## config.mk

```make
export PLATFORM = sky130hd
export DESIGN_NAME = fight_controller_flat
export DESIGN_NICKNAME = d
export VERILOG_FILES = /design/src/rtl/fight_pkg.sv /design/src/rtl/fight_controller_if.sv /design/src/rtl/fight_controller_p2_skill_gen.sv /design/src/rtl/fight_controller.sv /design/src/flat_wrapper.sv
export SDC_FILE = /design/constraint.sdc
export NUM_CORES = 1
export LEC_CHECK = 0
export CORE_MARGIN = 10
export CORE_UTILIZATION = 25
export CTS_BUF_LIST = sky130_fd_sc_hd__clkbuf_4
export DETAILED_ROUTE_END_ITERATION = 16
export SLEW_MARGIN = 20
export SYNTH_ARGS = -nofsm -noshare
export SYNTH_HDL_FRONTEND = slang
export SYNTH_SLANG_ARGS = --single-unit
```

## constraint.sdc

```tcl
create_clock -name clk -period 3.7 [get_ports clk]
set_input_delay 0.74 -clock clk [delete_from_list [all_inputs] [get_ports clk]]
set_output_delay 0.74 -clock clk [all_outputs]
set_load 0.005 [all_outputs]
```

## src/rtl/fight_pkg.sv

```systemverilog
// Shared fight-screen constants: state codes, cursor codes, HP and the
// default skill damage table. Used by the controller and the renderer.
package fight_pkg;

    typedef enum logic [5:0] {
        ST_MENU     = 6'd1,
        ST_CHOOSE   = 6'd2,
        ST_ANIM_P1  = 6'd3,
        ST_ANIM_P2  = 6'd4,
        ST_HPRED_P1 = 6'd5,
        ST_HPRED_P2 = 6'd6,
        ST_OVER     = 6'd7
    } fight_state_e;

    typedef enum logic [3:0] {
        OPT_TL = 4'd1,
        OPT_TR = 4'd2,
        OPT_BL = 4'd3,
        OPT_BR = 4'd4
    } option_e;

    localparam int unsigned FIGHT_MAX_HP = 200;

    localparam logic [7:0] FIGHT_DMG1 = 8'd10;
    localparam logic [7:0] FIGHT_DMG2 = 8'd20;
    localparam logic [7:0] FIGHT_DMG3 = 8'd30;
    localparam logic [7:0] FIGHT_DMG4 = 8'd40;

    // Cursor as a 2x2 grid: vertical picks the row, horizontal the column,
    // opposing pulses cancel, no wrap. Unknown codes fall back to top-left.
    function automatic logic [3:0] opt_move(input logic [3:0] opt,
                                            input logic up, input logic dn,
                                            input logic lf, input logic rt);
        logic row;
        logic col;
        row = (opt == OPT_BL) || (opt == OPT_BR);
        col = (opt == OPT_TR) || (opt == OPT_BR);
        if (up && !dn) row = 1'b0;
        if (dn && !up) row = 1'b1;
        if (lf && !rt) col = 1'b0;
        if (rt && !lf) col = 1'b1;
        return {2'b00, row, col} + 4'd1;
    endfunction

endpackage

```

## src/rtl/fight_controller_if.sv

```systemverilog
// Button/tick inputs and fight-screen outputs of the fight controller.
// slave = the controller, master = whoever drives buttons and reads state.
interface fight_controller_if;
    logic       tick;
    logic       btn_up;
    logic       btn_down;
    logic       btn_left;
    logic       btn_right;
    logic       btn_enter;
    logic [5:0] fight_state;
    logic [3:0] option_state;
    logic [7:0] p1_cur_hp;
    logic [7:0] p2_cur_hp;
    logic [1:0] winner;
    logic [2:0] p2_skill;

    modport master (
        output tick, btn_up, btn_down, btn_left, btn_right, btn_enter,
        input  fight_state, option_state, p1_cur_hp, p2_cur_hp, winner, p2_skill
    );

    modport slave (
        input  tick, btn_up, btn_down, btn_left, btn_right, btn_enter,
        output fight_state, option_state, p1_cur_hp, p2_cur_hp, winner, p2_skill
    );
endinterface

```

## src/rtl/fight_controller_p2_skill_gen.sv

```systemverilog
// P2 skill source. With FIGHT_P2_RANDOM_EN defined: 8-bit Fibonacci LFSR
// (taps 8,6,5,4, seed A5) stepping every clock, skill = lfsr[1:0]+1.
// Otherwise a 1->2->3->4 round-robin stepped once per P2 attack.
module p2_skill_gen (
    input  logic       clk,
    input  logic       rst_n,
    input  logic       advance,
    input  logic       restart,
    output logic [2:0] skill
);
`ifdef FIGHT_P2_RANDOM_EN
    logic [7:0] lfsr_q;
    logic       unused_advance;

    assign unused_advance = advance;

    // Free-running LFSR, reseeded on a game restart
    always_ff @(posedge clk or negedge rst_n) begin
        if (!rst_n)       lfsr_q <= 8'hA5;
        else if (restart) lfsr_q <= 8'hA5;
        else              lfsr_q <= {lfsr_q[6:0], lfsr_q[7] ^ lfsr_q[5] ^ lfsr_q[4] ^ lfsr_q[3]};
    end

    assign skill = {1'b0, lfsr_q[1:0]} + 3'd1;
`else
    logic [2:0] rr_q;

    // Round-robin pointer; holds the skill the next P2 attack will use
    always_ff @(posedge clk or negedge rst_n) begin
        if (!rst_n)       rr_q <= 3'd1;
        else if (restart) rr_q <= 3'd1;
        else if (advance) rr_q <= (rr_q >= 3'd4) ? 3'd1 : rr_q + 3'd1;
    end

    assign skill = rr_q;
`endif
endmodule

```

## src/rtl/fight_controller.sv

```systemverilog
// Fight turn controller: cursor, skill pick, attack animations and HP drain
// for both players. Optional macro FIGHT_P2_RANDOM_EN selects the random
// P2 skill source inside p2_skill_gen.
module fight_controller
    import fight_pkg::*;
#(
    parameter int unsigned MAX_HP     = FIGHT_MAX_HP,
    parameter int unsigned ANIM_TICKS = 30,
    parameter logic [7:0]  DMG1       = FIGHT_DMG1,
    parameter logic [7:0]  DMG2       = FIGHT_DMG2,
    parameter logic [7:0]  DMG3       = FIGHT_DMG3,
    parameter logic [7:0]  DMG4       = FIGHT_DMG4
) (
    input logic               clk,
    input logic               rst_n,
    fight_controller_if.slave bus
);
    localparam logic [7:0]  MAX_HP8 = 8'(MAX_HP);
    localparam logic [15:0] ANIM_T  = 16'(ANIM_TICKS);

    fight_state_e state_q;
    logic [3:0]   opt_q;
    logic [7:0]   hp1_q, hp2_q, dmg_q;
    logic [1:0]   winner_q;
    logic [2:0]   p2s_q;
    logic [15:0]  cnt_q;

    logic         enter, tick;
    logic [3:0]   opt_d;
    logic [7:0]   tgt_hp, hp_dec;
    logic         drain_done, drain_kill;
    logic         gen_adv, gen_restart;
    logic [2:0]   gen_skill;

    assign enter = bus.btn_enter;
    assign tick  = bus.tick;
    assign opt_d = opt_move(opt_q, bus.btn_up, bus.btn_down, bus.btn_left, bus.btn_right);

    function automatic logic [7:0] dmg_of(input logic [3:0] sel);
        case (sel)
            4'd1:    return DMG1;
            4'd2:    return DMG2;
            4'd3:    return DMG3;
            4'd4:    return DMG4;
            default: return DMG1;
        endcase
    endfunction

    // One drain step for whichever player is losing HP. A zero remaining
    // damage exits without touching HP; hitting 0 HP ends the game.
    always_comb begin
        tgt_hp     = (state_q == ST_HPRED_P2) ? hp2_q : hp1_q;
        hp_dec     = (tgt_hp != 8'd0) ? tgt_hp - 8'd1 : 8'd0;
        drain_done = tick && ((dmg_q == 8'd0) || ((hp_dec != 8'd0) && (dmg_q == 8'd1)));
        drain_kill = tick && (dmg_q != 8'd0) && (hp_dec == 8'd0);
    end

    // The generator steps exactly when P2's attack begins
    assign gen_adv     = (state_q == ST_HPRED_P2) && drain_done;
    assign gen_restart = (state_q == ST_OVER) && enter;

    p2_skill_gen u_skill (
        .clk     (clk),
        .rst_n   (rst_n),
        .advance (gen_adv),
        .restart (gen_restart),
        .skill   (gen_skill)
    );

    // Turn FSM with all fight-screen outputs held in registers
    always_ff @(posedge clk or negedge rst_n) begin
        if (!rst_n) begin
            state_q  <= ST_MENU;
            opt_q    <= OPT_TL;
            hp1_q    <= MAX_HP8;
            hp2_q    <= MAX_HP8;
            winner_q <= 2'd0;
            p2s_q    <= 3'd0;
            dmg_q    <= 8'd0;
            cnt_q    <= 16'd0;
        end else begin
            case (state_q)
                ST_MENU: begin
                    if (enter) begin
                        // options 2-4 are reserved: enter there does nothing
                        if (opt_q == OPT_TL) begin
                            state_q <= ST_CHOOSE;
                            opt_q   <= OPT_TL;
                        end
                    end else begin
                        opt_q <= opt_d;
                    end
                end
                ST_CHOOSE: begin
                    if (enter) begin
                        dmg_q   <= dmg_of(opt_q);
                        opt_q   <= OPT_TL;
                        cnt_q   <= 16'd0;
                        state_q <= ST_ANIM_P1;
                    end else begin
                        opt_q <= opt_d;
                    end
                end
                ST_ANIM_P1, ST_ANIM_P2: begin
                    if (tick) begin
                        if (cnt_q + 16'd1 >= ANIM_T) begin
                            cnt_q   <= 16'd0;
                            state_q <= (state_q == ST_ANIM_P1) ? ST_HPRED_P2 : ST_HPRED_P1;
                        end else begin
                            cnt_q <= cnt_q + 16'd1;
                        end
                    end
                end
                ST_HPRED_P1, ST_HPRED_P2: begin
                    if (tick) begin
                        if (dmg_q != 8'd0) begin
                            dmg_q <= dmg_q - 8'd1;
                            if (state_q == ST_HPRED_P2) hp2_q <= hp_dec;
                            else                        hp1_q <= hp_dec;
                        end
                        if (drain_kill) begin
                            state_q  <= ST_OVER;
                            winner_q <= (state_q == ST_HPRED_P2) ? 2'd1 : 2'd2;
                        end else if (drain_done) begin
                            if (state_q == ST_HPRED_P2) begin
                                state_q <= ST_ANIM_P2;
                                p2s_q   <= gen_skill;
                                dmg_q   <= dmg_of({1'b0, gen_skill});
                                cnt_q   <= 16'd0;
                            end else begin
                                state_q <= ST_MENU;
                                opt_q   <= OPT_TL;
                            end
                        end
                    end
                end
                ST_OVER: begin
                    if (enter) begin
                        state_q  <= ST_MENU;
                        opt_q    <= OPT_TL;
                        hp1_q    <= MAX_HP8;
                        hp2_q    <= MAX_HP8;
                        winner_q <= 2'd0;
                        p2s_q    <= 3'd0;
                        dmg_q    <= 8'd0;
                        cnt_q    <= 16'd0;
                    end
                end
                default: begin
                    state_q <= ST_MENU;
                    opt_q   <= OPT_TL;
                end
            endcase
        end
    end

    assign bus.fight_state  = state_q;
    assign bus.option_state = opt_q;
    assign bus.p1_cur_hp    = hp1_q;
    assign bus.p2_cur_hp    = hp2_q;
    assign bus.winner       = winner_q;
    assign bus.p2_skill     = p2s_q;

endmodule

```

## src/flat_wrapper.sv

```systemverilog
// flat-port wrapper written by rule: the top's interface ports become plain ports
module fight_controller_flat import fight_pkg::*;
#(
    parameter int unsigned MAX_HP     = FIGHT_MAX_HP,
    parameter int unsigned ANIM_TICKS = 30,
    parameter logic [7:0]  DMG1       = FIGHT_DMG1,
    parameter logic [7:0]  DMG2       = FIGHT_DMG2,
    parameter logic [7:0]  DMG3       = FIGHT_DMG3,
    parameter logic [7:0]  DMG4       = FIGHT_DMG4
)
  (clk, rst_n, bus_tick, bus_btn_up, bus_btn_down, bus_btn_left, bus_btn_right, bus_btn_enter, bus_fight_state, bus_option_state, bus_p1_cur_hp, bus_p2_cur_hp, bus_winner, bus_p2_skill);
  fight_controller_if bus_i ();
  input logic clk;
  input logic rst_n;
  input wire logic [$bits(bus_i.tick)-1:0] bus_tick;
  input wire logic [$bits(bus_i.btn_up)-1:0] bus_btn_up;
  input wire logic [$bits(bus_i.btn_down)-1:0] bus_btn_down;
  input wire logic [$bits(bus_i.btn_left)-1:0] bus_btn_left;
  input wire logic [$bits(bus_i.btn_right)-1:0] bus_btn_right;
  input wire logic [$bits(bus_i.btn_enter)-1:0] bus_btn_enter;
  output wire logic [$bits(bus_i.fight_state)-1:0] bus_fight_state;
  output wire logic [$bits(bus_i.option_state)-1:0] bus_option_state;
  output wire logic [$bits(bus_i.p1_cur_hp)-1:0] bus_p1_cur_hp;
  output wire logic [$bits(bus_i.p2_cur_hp)-1:0] bus_p2_cur_hp;
  output wire logic [$bits(bus_i.winner)-1:0] bus_winner;
  output wire logic [$bits(bus_i.p2_skill)-1:0] bus_p2_skill;
  assign bus_i.tick = bus_tick;
  assign bus_i.btn_up = bus_btn_up;
  assign bus_i.btn_down = bus_btn_down;
  assign bus_i.btn_left = bus_btn_left;
  assign bus_i.btn_right = bus_btn_right;
  assign bus_i.btn_enter = bus_btn_enter;
  assign bus_fight_state = bus_i.fight_state;
  assign bus_option_state = bus_i.option_state;
  assign bus_p1_cur_hp = bus_i.p1_cur_hp;
  assign bus_p2_cur_hp = bus_i.p2_cur_hp;
  assign bus_winner = bus_i.winner;
  assign bus_p2_skill = bus_i.p2_skill;
  fight_controller #(.MAX_HP(MAX_HP), .ANIM_TICKS(ANIM_TICKS), .DMG1(DMG1), .DMG2(DMG2), .DMG3(DMG3), .DMG4(DMG4)) u_core (.clk(clk), .rst_n(rst_n), .bus(bus_i));
endmodule
```

==> run metrics, run 1 <==
Vias per Instance=5.28; minimum clock period=3.28 ns; pin count of the biggest net entering global routing=46; site row count=45; Worst Hold Class=input port to async pin; drt pass-1 iters=5; Slew HR=0.449; first-pass GRT wire length=17,700 microns; setup TNS=0 ns; FMAX=305 MHz; DR vias=3,518; WL per Instance=16.0 microns; Setup CP Type=flip-flop to flip-flop; post-synth top area share=0.293; Core Area=15,100 sq um; DRC errors left=0; Worst IR Drop VDD=0.000252 V; reg2reg setup slack=0.42 ns; Synth top cells by count=dfrtp_1, nand2_1, nor2_1, o21ai_0, a21oi_1; final worst setup slack=0.420 ns; Max-Cap Viols=0; mean post-synth cell area=8.57 sq um; final max-slew violation count=0; layout cell share with drive strength beyond 1=0.0921; Area growth syn-to-layout=15.6%; Lkg Pwr=1.86 nW; Worst Setup End Kind=flip-flop; largest cells by area after synthesis=dfrtp_1, dfstp_2, nand2_1; clk sinks=54; Setup crit start=u_core.bus.fight_state[0]$_DFFE_PN1P_; CTS tree=done; CP Data Required Time=4.02 ns; routed wire length=10,600 microns; clock-pin slew on the worst setup and hold paths=0.16 ns; initial antenna violation count=0; RSZ-0062 raised after global routing=no; Main synth FF type=dfrtp_1; Multi-input gate area=2290 sq um; remaining antenna violation count=0; layout filler cell count=1,587; IO Pins=39; Hold Buf Count CTS=0; Fin. Hold Viols=0; Register Area=1360 sq um; H-Tree Depth=2; Post-Syn Area=3840 sq um; grt ovf=0; Finished Layout Cells=666; Place WS=0.340 ns; Diodes inserted=0; Synth area leader=dfrtp_1; asr flop ratio synth=1.00; vias in the first global route=3,372; status=finished, final reports clean; register area share after synthesis=0.355; worst r2r src=u_core.bus.fight_state[0]$_DFFE_PN1P_; clk buf depth=2; crit path DAT=3.60 ns; most frequent cell after synthesis=dfrtp_1; Netlist cell types=72; Mapped Cells=448; Final HPWL DP=8070 microns; Crit Path Max Fanout=13; GP Congestion=0.877; startpoint types=flip-flop; buffers added on ports=34; Worst Max-Slew Pin Slew=0.806 ns; Post-synth EDFFs=0; GR Util All Layers=0.104; Final setup viols=0; Worst R2R End=u_core.cnt_q[0]$_DFFE_PN0P_; Die Ht=144 microns; Initial Util=0.253; Worst-Skew Late Latency=0.39 ns; Starting DRT DRC Count=282; DIE AREA=20,700 sq um; Num CTS Buffers=5; Die X=144 microns; Final Cycle Share=0.887; post-cts resize count=0; Yosys Warn Count=0; clk_skew=0.0230 ns; CTS Root Cell=clkbuf_4; # Post-CTS Setup Buffers=0; # nets final=497; post-synthesis register bit count=54; hold_ws=0.321 ns; Reg2Reg Depth=11; pwr dens=735 nW/um^2; post-placement cell count=658
how the worst max path moves through the flow:
stage | to | depth (start not counted)
finish | u_core.cnt_q[0]$_DFFE_PN0P_ | 11
global route | u_core.cnt_q[0]$_DFFE_PN0P_ | 11
CTS | u_core.cnt_q[0]$_DFFE_PN0P_ | 11
detailed placement | u_core.bus.fight_state[0]$_DFFE_PN1P_ | 8
global placement | u_core.bus.fight_state[0]$_DFFE_PN1P_ | 8
floorplan | u_core.dmg_q[3]$_DFFE_PN0P_ | 14
cell usage in the layout (no fill, tap or decap), types with 3 or more instances in the layout:
| cell type | netlist | layout |
|---|---|---|
| o21ai_0 | 26 | 26 |
| nand3_1 | 19 | 19 |
| clkdlybuf4s50_1 | 0 | 33 |
| and3_1 | 7 | 7 |
| nand4_1 | 4 | 4 |
| a22o_1 | 11 | 11 |
| dfstp_2 | 9 | 9 |
| ha_1 | 12 | 12 |
| clkbuf_4 | 0 | 6 |
| o22ai_1 | 6 | 6 |
| mux2i_1 | 10 | 10 |
| o21ai_1 | 3 | 3 |
| nor4_1 | 5 | 5 |
| o32a_1 | 3 | 3 |
| a22oi_1 | 6 | 6 |
| nor2b_1 | 5 | 5 |
| o31ai_1 | 6 | 6 |
| and2_1 | 11 | 11 |
| nand2b_1 | 8 | 8 |
| nor2_1 | 40 | 40 |
| a31oi_1 | 8 | 8 |
| dfrtp_1 | 45 | 45 |
| or3_1 | 3 | 3 |
| a21oi_1 | 24 | 24 |
| inv_1 | 23 | 23 |
| xnor2_1 | 6 | 6 |
| nor3_1 | 17 | 17 |
| o31a_1 | 3 | 3 |
| o211ai_1 | 7 | 7 |
| xor2_1 | 3 | 3 |
| nor4b_1 | 3 | 3 |
| conb_1 | 1 | 4 |
| nand2_1 | 43 | 43 |
| buf_4 | 8 | 6 |
sequential cells by signal, indices dropped and copies added, names as in the netlist:
name and flops:
u_core.bus.p2_skill 3, u_core.bus.p2_cur_hp 8, u_core.u_skill.skill 3, u_core.bus.fight_state 3
u_core.bus.winner 2, u_core.bus.option_state 3, u_core.dmg_q 8, u_core.cnt_q 16
u_core.bus.p1_cur_hp 8
cells by family (layout without fill, tap and decap cells):
logic type / Yosys count / after routing / synth area share
buffers and inverters: 44 / 71 / 0.0518
other: 1 / 4 / 0.000977
AO/OA/AOI/OAI: 130 / 130 / 0.241
XOR/XNOR: 9 / 9 / 0.0205
flip-flops: 54 / 54 / 0.355
AND/OR/NAND/NOR: 183 / 183 / 0.250
multiplexers: 13 / 13 / 0.0359
adder cells (fa/ha/maj): 14 / 14 / 0.0443
stage by stage:
stage	total power, mW	area (sq um)	utilization
2_1_floorplan	2.27	3850	-
3_3_place_gp	2.88	4350	0.287
3_5_place_dp	2.91	4350	0.287
4_1_cts	3.28	4430	0.293
5_1_grt	3.55	4430	0.293
6_report	3.26	4430	0.293
power by group:
group,internal [mW],switching (mW)
clock network,0.151,0.194
logic,0.791,1.08
registers,0.786,0.254
total,1.73,1.53
worst max-delay path, stage by stage, from the launching register on:
cell and delay [ns]:
dfstp_2 0.56, nand3b_4 0.15, mux2i_1 0.31, ha_1 0.49
nand2b_1 0.17, nor2_1 0.12, a211oi_1 0.08, o32a_1 0.36
nand2_1 0.13, a31oi_2 0.14, nor2_1 0.47, mux2_2 0.26
final cells by class:
type                       instances  area share
clock buffer                       6      0.0102
timing repair buffer              39      0.0847
multi-input combinational        353       0.516
clock inverter                     2     0.00875
inverter                          24      0.0203
tap                              188      0.0530
sequential                        54       0.307
per-layer routing:
| metal | vias up | GRT usage | routed length, microns |
|---|---|---|---|
| li1 | 1700 | - | - |
| met1 | 1700 | 0.133 | 4610 |
| met2 | 105 | 0.172 | 5240 |
| met3 | 13 | 0.0211 | 646 |
| met4 | 0 | 0.0312 | 133 |
| met5 | - | 0 | 0 |
Power figures use the tool's default switching activity.
==> run 2: changes to the inputs <==
CELL_PAD_IN_SITES_DETAIL_PLACEMENT = 1   (was default)
CELL_PAD_IN_SITES_GLOBAL_PLACEMENT = 2   (was default)
GPL_ROUTABILITY_DRIVEN = 0   (was default)
PLACE_DENSITY_LB_ADDON = 0.1   (was default)
TNS_END_PERCENT = 1   (was default)
==> run 2 against run 1 <==
Critical path depth unchanged. Count of clock-buffer cells in the layout is the same. Core utilization rose by 0.091 points. Non-clock buffer count rose by 2. Largest cell class unchanged. Die area unchanged. Critical path type unchanged. Clock power grew 5%. Power grew 3.0%. Combinational power up 4%. Sequential power about the same.
==> run metrics, run 2 (synthesis results as in run 1) <==
routed wire length=13,200 microns; Fin. Hold Viols=0; DIE AREA=20,700 sq um; post-placement cell count=660; worst r2r src=u_core.bus.fight_state[0]$_DFFE_PN1P_; commonest non-fill, non-tap cell in the layout=dfrtp_1; remaining antenna violation count=0; Setup CP Type=flip-flop to flip-flop; Hold Buf Count CTS=0; CP Data Required Time=4.05 ns; first-pass GRT wire length=21,800 microns; Area growth syn-to-layout=15.9%; Setup crit start=u_core.bus.fight_state[0]$_DFFE_PN1P_; Lkg Pwr=1.86 nW; Final HPWL DP=10000 microns; CTS Root Cell=clkbuf_4; Die Ht=144 microns; status=finished, final reports clean; Largest register FFs=16; most frequent cells in the layout=dfrtp_1, nand2_1, nor2_1; # nets final=499; Finished Layout Cells=668; Final setup viols=0; Die X=144 microns; drt pass-1 iters=4; reg2reg setup slack=0.32 ns; Net Sw Frac=0.483; clock-pin slew on the worst setup and hold paths=0.18 ns; Comb pwr share=0.580; Final Util=0.294; initial antenna violation count=0; crit path DAT=3.73 ns; site row count=45; met1 Use GR=0.178; DR vias=3,567; FMAX=296 MHz; buffers added on ports=34; grt ovf=0; Starting DRT DRC Count=133; vias in the first global route=3,808; GR Util All Layers=0.133; Worst IR Drop VDD=0.000266 V; Worst-Skew Late Latency=0.43 ns; Most flops, register=u_core.cnt_q; DRC errors left=0; Final Cycle Share=0.914; Worst Setup End Kind=flip-flop; layout cell share with drive strength beyond 1=0.0979; Sw Pwr=1.62 mW; minimum clock period=3.38 ns; clk sinks=54; layer with the highest usage=met2; Slew HR=0.369; setup TNS=0 ns; Worst Max-Slew Pin Slew=0.922 ns; Initial Util=0.253; Core Area=15,100 sq um; Seq pwr share=0.311; clk_skew=0.0224 ns; Worst R2R End=u_core.bus.p2_skill[1]$_DFFE_PN0P_; internal power=1.74 mW; Diodes inserted=0; pwr dens=755 nW/um^2; startpoint types=flip-flop; Pwr Total=3.36 mW; Vias per Instance=5.34; post-cts resize count=0; WL per Instance=19.7 microns; Reg2Reg Depth=11; clock network power share=0.108; IO Pins=39; RSZ-0062 raised after global routing=no; pin count of the biggest net entering global routing=55; final max-slew violation count=0; Num CTS Buffers=5; Worst Hold Class=input port to async pin; Crit Path Max Fanout=13; clk buf depth=2; Max-Cap Viols=0; met2 Resource Use GR=0.216; # Post-CTS Setup Buffers=0; H-Tree Depth=2; GR Util met3=0.0218; CTS tree=done
==> run 2: changes by cell type in the layout (fill, tap and decap cells not counted), sizes merged <==
cell,change
clkinv,-1
buf,+2
clkinvlp,+1
==> run 2: worst max-delay path, stage by stage (launching register included) <==
cell	delay, ns
dfstp_2	0.57
nand3b_4	0.15
mux2i_1	0.29
ha_1	0.52
nand2b_1	0.17
nor2_1	0.12
a211oi_1	0.08
o32a_1	0.38
a22oi_4	0.35
o31ai_2	0.18
and2_1	0.24
a22o_1	0.23
==> run 2: how the worst max path moves through the flow <==
stage / endpoint / slack (ns) / cells after the start
2_1_floorplan: u_core.dmg_q[3]$_DFFE_PN0P_ / 0.15 / 14
3_3_place_gp: u_core.bus.fight_state[0]$_DFFE_PN1P_ / 0.15 / 8
3_5_place_dp: u_core.bus.fight_state[0]$_DFFE_PN1P_ / 0.25 / 8
4_1_cts: u_core.cnt_q[0]$_DFFE_PN0P_ / 0.30 / 11
5_1_grt: u_core.bus.option_state[2]$_DFFE_PN0P_ / 0.11 / 11
6_report: u_core.bus.p2_skill[1]$_DFFE_PN0P_ / 0.32 / 11
==> run 2: per-layer routing <==
metal | up-vias | routed length [microns]
met5 | - | 0
met4 | 0 | 146
met3 | 10 | 281
met2 | 31 | 6390
met1 | 1821 | 6370
li1 | 1705 | -
==> run 2: power groups by stage <==
stage / sequential [mW] / clock (mW) / combinational [mW]
after floorplan: 0.981 / 0 / 1.29
after detailed placement: 1.06 / 0 / 1.96
after CTS: 1.05 / 0.388 / 1.97
after global routing: 1.08 / 0.409 / 2.20
after global placement: 1.06 / 0 / 1.95
final: 1.05 / 0.363 / 1.95
==> run 2: layout make-up <==
class,count,area (sq um)
Fill cell,1761,10700
Multi-Input combinational cell,353,2290
Sequential cell,54,1360
Timing Repair Buffer,41,388
Tap cell,188,235
Inverter,24,90.1
Clock buffer,6,45.0
Clock inverter,2,37.5
==> run 2: through the flow <==
| step | hold slack, ns | instance area, sq um | worst slack [ns] |
|---|---|---|---|
| 2_1_floorplan | 0.444 | 3850 | 0.149 |
| 3_3_place_gp | 0.491 | 4360 | 0.149 |
| 3_5_place_dp | 0.494 | 4360 | 0.252 |
| 4_1_cts | 0.453 | 4450 | 0.304 |
| 5_1_grt | 0.479 | 4450 | 0.108 |
| 6_report | 0.447 | 4450 | 0.320 |
==> run 3: changes to the inputs <==
MAX_ROUTING_LAYER = met4   (was default)
==> run 3 against run 2 <==
Cell count is the same. Clock power is essentially flat. Sequential power barely moved. Count of clock-buffer cells in the layout did not move. Largest cell class unchanged. Highest routed layer unchanged.
==> run metrics, run 3 (synthesis results as in run 1) <==
GR Util All Layers=0.136; setup TNS=0 ns; Finished Cell Area=4450 sq um; Worst Hold Class=input port to async pin; Vias per Instance=5.36; # Post-CTS Setup Buffers=0; clock-pin slew on the worst setup and hold paths=0.18 ns; Area growth syn-to-layout=15.9%; Die X=144 microns; IO Pins=39; slowest stage delay, CP=0.57 ns; Fin. Hold Viols=0; Lkg Pwr=1.86 nW; most frequent cells in the layout=dfrtp_1, nand2_1, nor2_1; CP Data Required Time=4.05 ns; CTS tree=done; pin count of the biggest net entering global routing=55; site row count=45; clk_skew=0.0239 ns; Worst R2R End=u_core.bus.p2_skill[1]$_DFFE_PN0P_; routed wire length=13,200 microns; Final HPWL DP=10000 microns; Worst-Skew Late Latency=0.43 ns; Max-Cap Viols=0; FMAX=296 MHz; Most flops, register=u_core.cnt_q; layout cell share with drive strength beyond 1=0.0979; grt ovf=0; placed instance area=4360 sq um; startpoint types=flip-flop; reg2reg setup slack=0.32 ns; worst r2r src=u_core.bus.fight_state[0]$_DFFE_PN1P_; final max-slew violation count=0; Crit Path Max Fanout=13; DRC errors left=0; Buf+Inv Stages, Crit Path=0; Slew HR=0.364; Final Util=0.294; Reg2Reg Depth=11; Initial Util=0.253; Num CTS Buffers=5; Largest register FFs=16; Worst IR Drop VDD=0.000266 V; crit path DAT=3.73 ns; Setup CP Type=flip-flop to flip-flop; CTS Root Cell=clkbuf_4; pwr dens=754 nW/um^2; commonest non-fill, non-tap cell in the layout=dfrtp_1; Die Ht=144 microns; Diodes inserted=0; WL per Instance=19.7 microns; clk buf depth=2; remaining antenna violation count=0; Core Area=15,100 sq um; Top delay family on crit path=compound AO/OA/AOI/OAI gates; Hold Buf Count CTS=0; RSZ-0062 raised after global routing=no; Worst Setup End Kind=flip-flop; Final Cycle Share=0.914; initial antenna violation count=0; post-cts resize count=0; DIE AREA=20,700 sq um; Final setup viols=0; status=finished, final reports clean; DR vias=3,582; minimum clock period=3.38 ns; clk sinks=54; buffers added on ports=34; Worst Max-Slew Pin Slew=0.930 ns; # nets final=499; crit path cell chain=nand3b_4 -> mux2i_1 -> ha_1 -> nand2b_1 -> nor2_1 -> a211oi_1 -> o32a_1 -> a22oi_4 -> o31ai_2 -> and2_1 -> a22o_1; Starting DRT DRC Count=138; drt pass-1 iters=4; H-Tree Depth=2; first-pass GRT wire length=21,800 microns; Pwr Total=3.35 mW; vias in the first global route=3,813; worst-path cell with the longest stage delay=dfstp_2
==> run 3: cell counts in the layout (fill, tap and decap cells not counted) <==
No cell type changed its count.
==> run 3: stage by stage <==
step                setup slack (ns)  hold slack [ns]  std cells
global route                   0.108            0.479        668
CTS                            0.304            0.453        668
detailed placement             0.252            0.494        660
floorplan                      0.149            0.444        451
finish                         0.319            0.448        668
global placement               0.149            0.491        660
==> run 3: how the worst max path moves through the flow <==
stage | startpoint | end | cells past startpoint | slack, ns
global route | u_core.bus.fight_state[0]$_DFFE_PN1P_ | u_core.bus.option_state[2]$_DFFE_PN0P_ | 11 | 0.11
CTS | u_core.bus.fight_state[0]$_DFFE_PN1P_ | u_core.cnt_q[0]$_DFFE_PN0P_ | 11 | 0.30
floorplan | u_core.bus.fight_state[0]$_DFFE_PN1P_ | u_core.dmg_q[3]$_DFFE_PN0P_ | 14 | 0.15
global placement | bus_tick | u_core.bus.fight_state[0]$_DFFE_PN1P_ | 8 | 0.15
finish | u_core.bus.fight_state[0]$_DFFE_PN1P_ | u_core.bus.p2_skill[1]$_DFFE_PN0P_ | 11 | 0.32
detailed placement | bus_tick | u_core.bus.fight_state[0]$_DFFE_PN1P_ | 8 | 0.25
==> run 3: cell type report <==
| type | instances | area, sq um |
|---|---|---|
| inverter | 24 | 90.1 |
| fill | 1761 | 10700 |
| tap | 188 | 235 |
| clock inverter | 2 | 37.5 |
| clock buffer | 6 | 45.0 |
| timing repair buffer | 41 | 388 |
| sequential | 54 | 1360 |
| multi-input combinational | 353 | 2290 |
==> run 3: per-layer routing <==
layer | track usage | wire (microns)
met1 | 0.179 | 6270
met2 | 0.215 | 6390
met3 | 0.0218 | 349
met4 | 0.0344 | 144
met5 | - | 0
==> run 3: where the power goes <==
group	total, mW	internal [mW]	switching (mW)	leakage [nW]
Combinational	1.95	0.802	1.14	1.13
Clock	0.363	0.150	0.213	0.0419
Sequential	1.05	0.786	0.259	0.686
Total	3.35	1.74	1.62	1.86
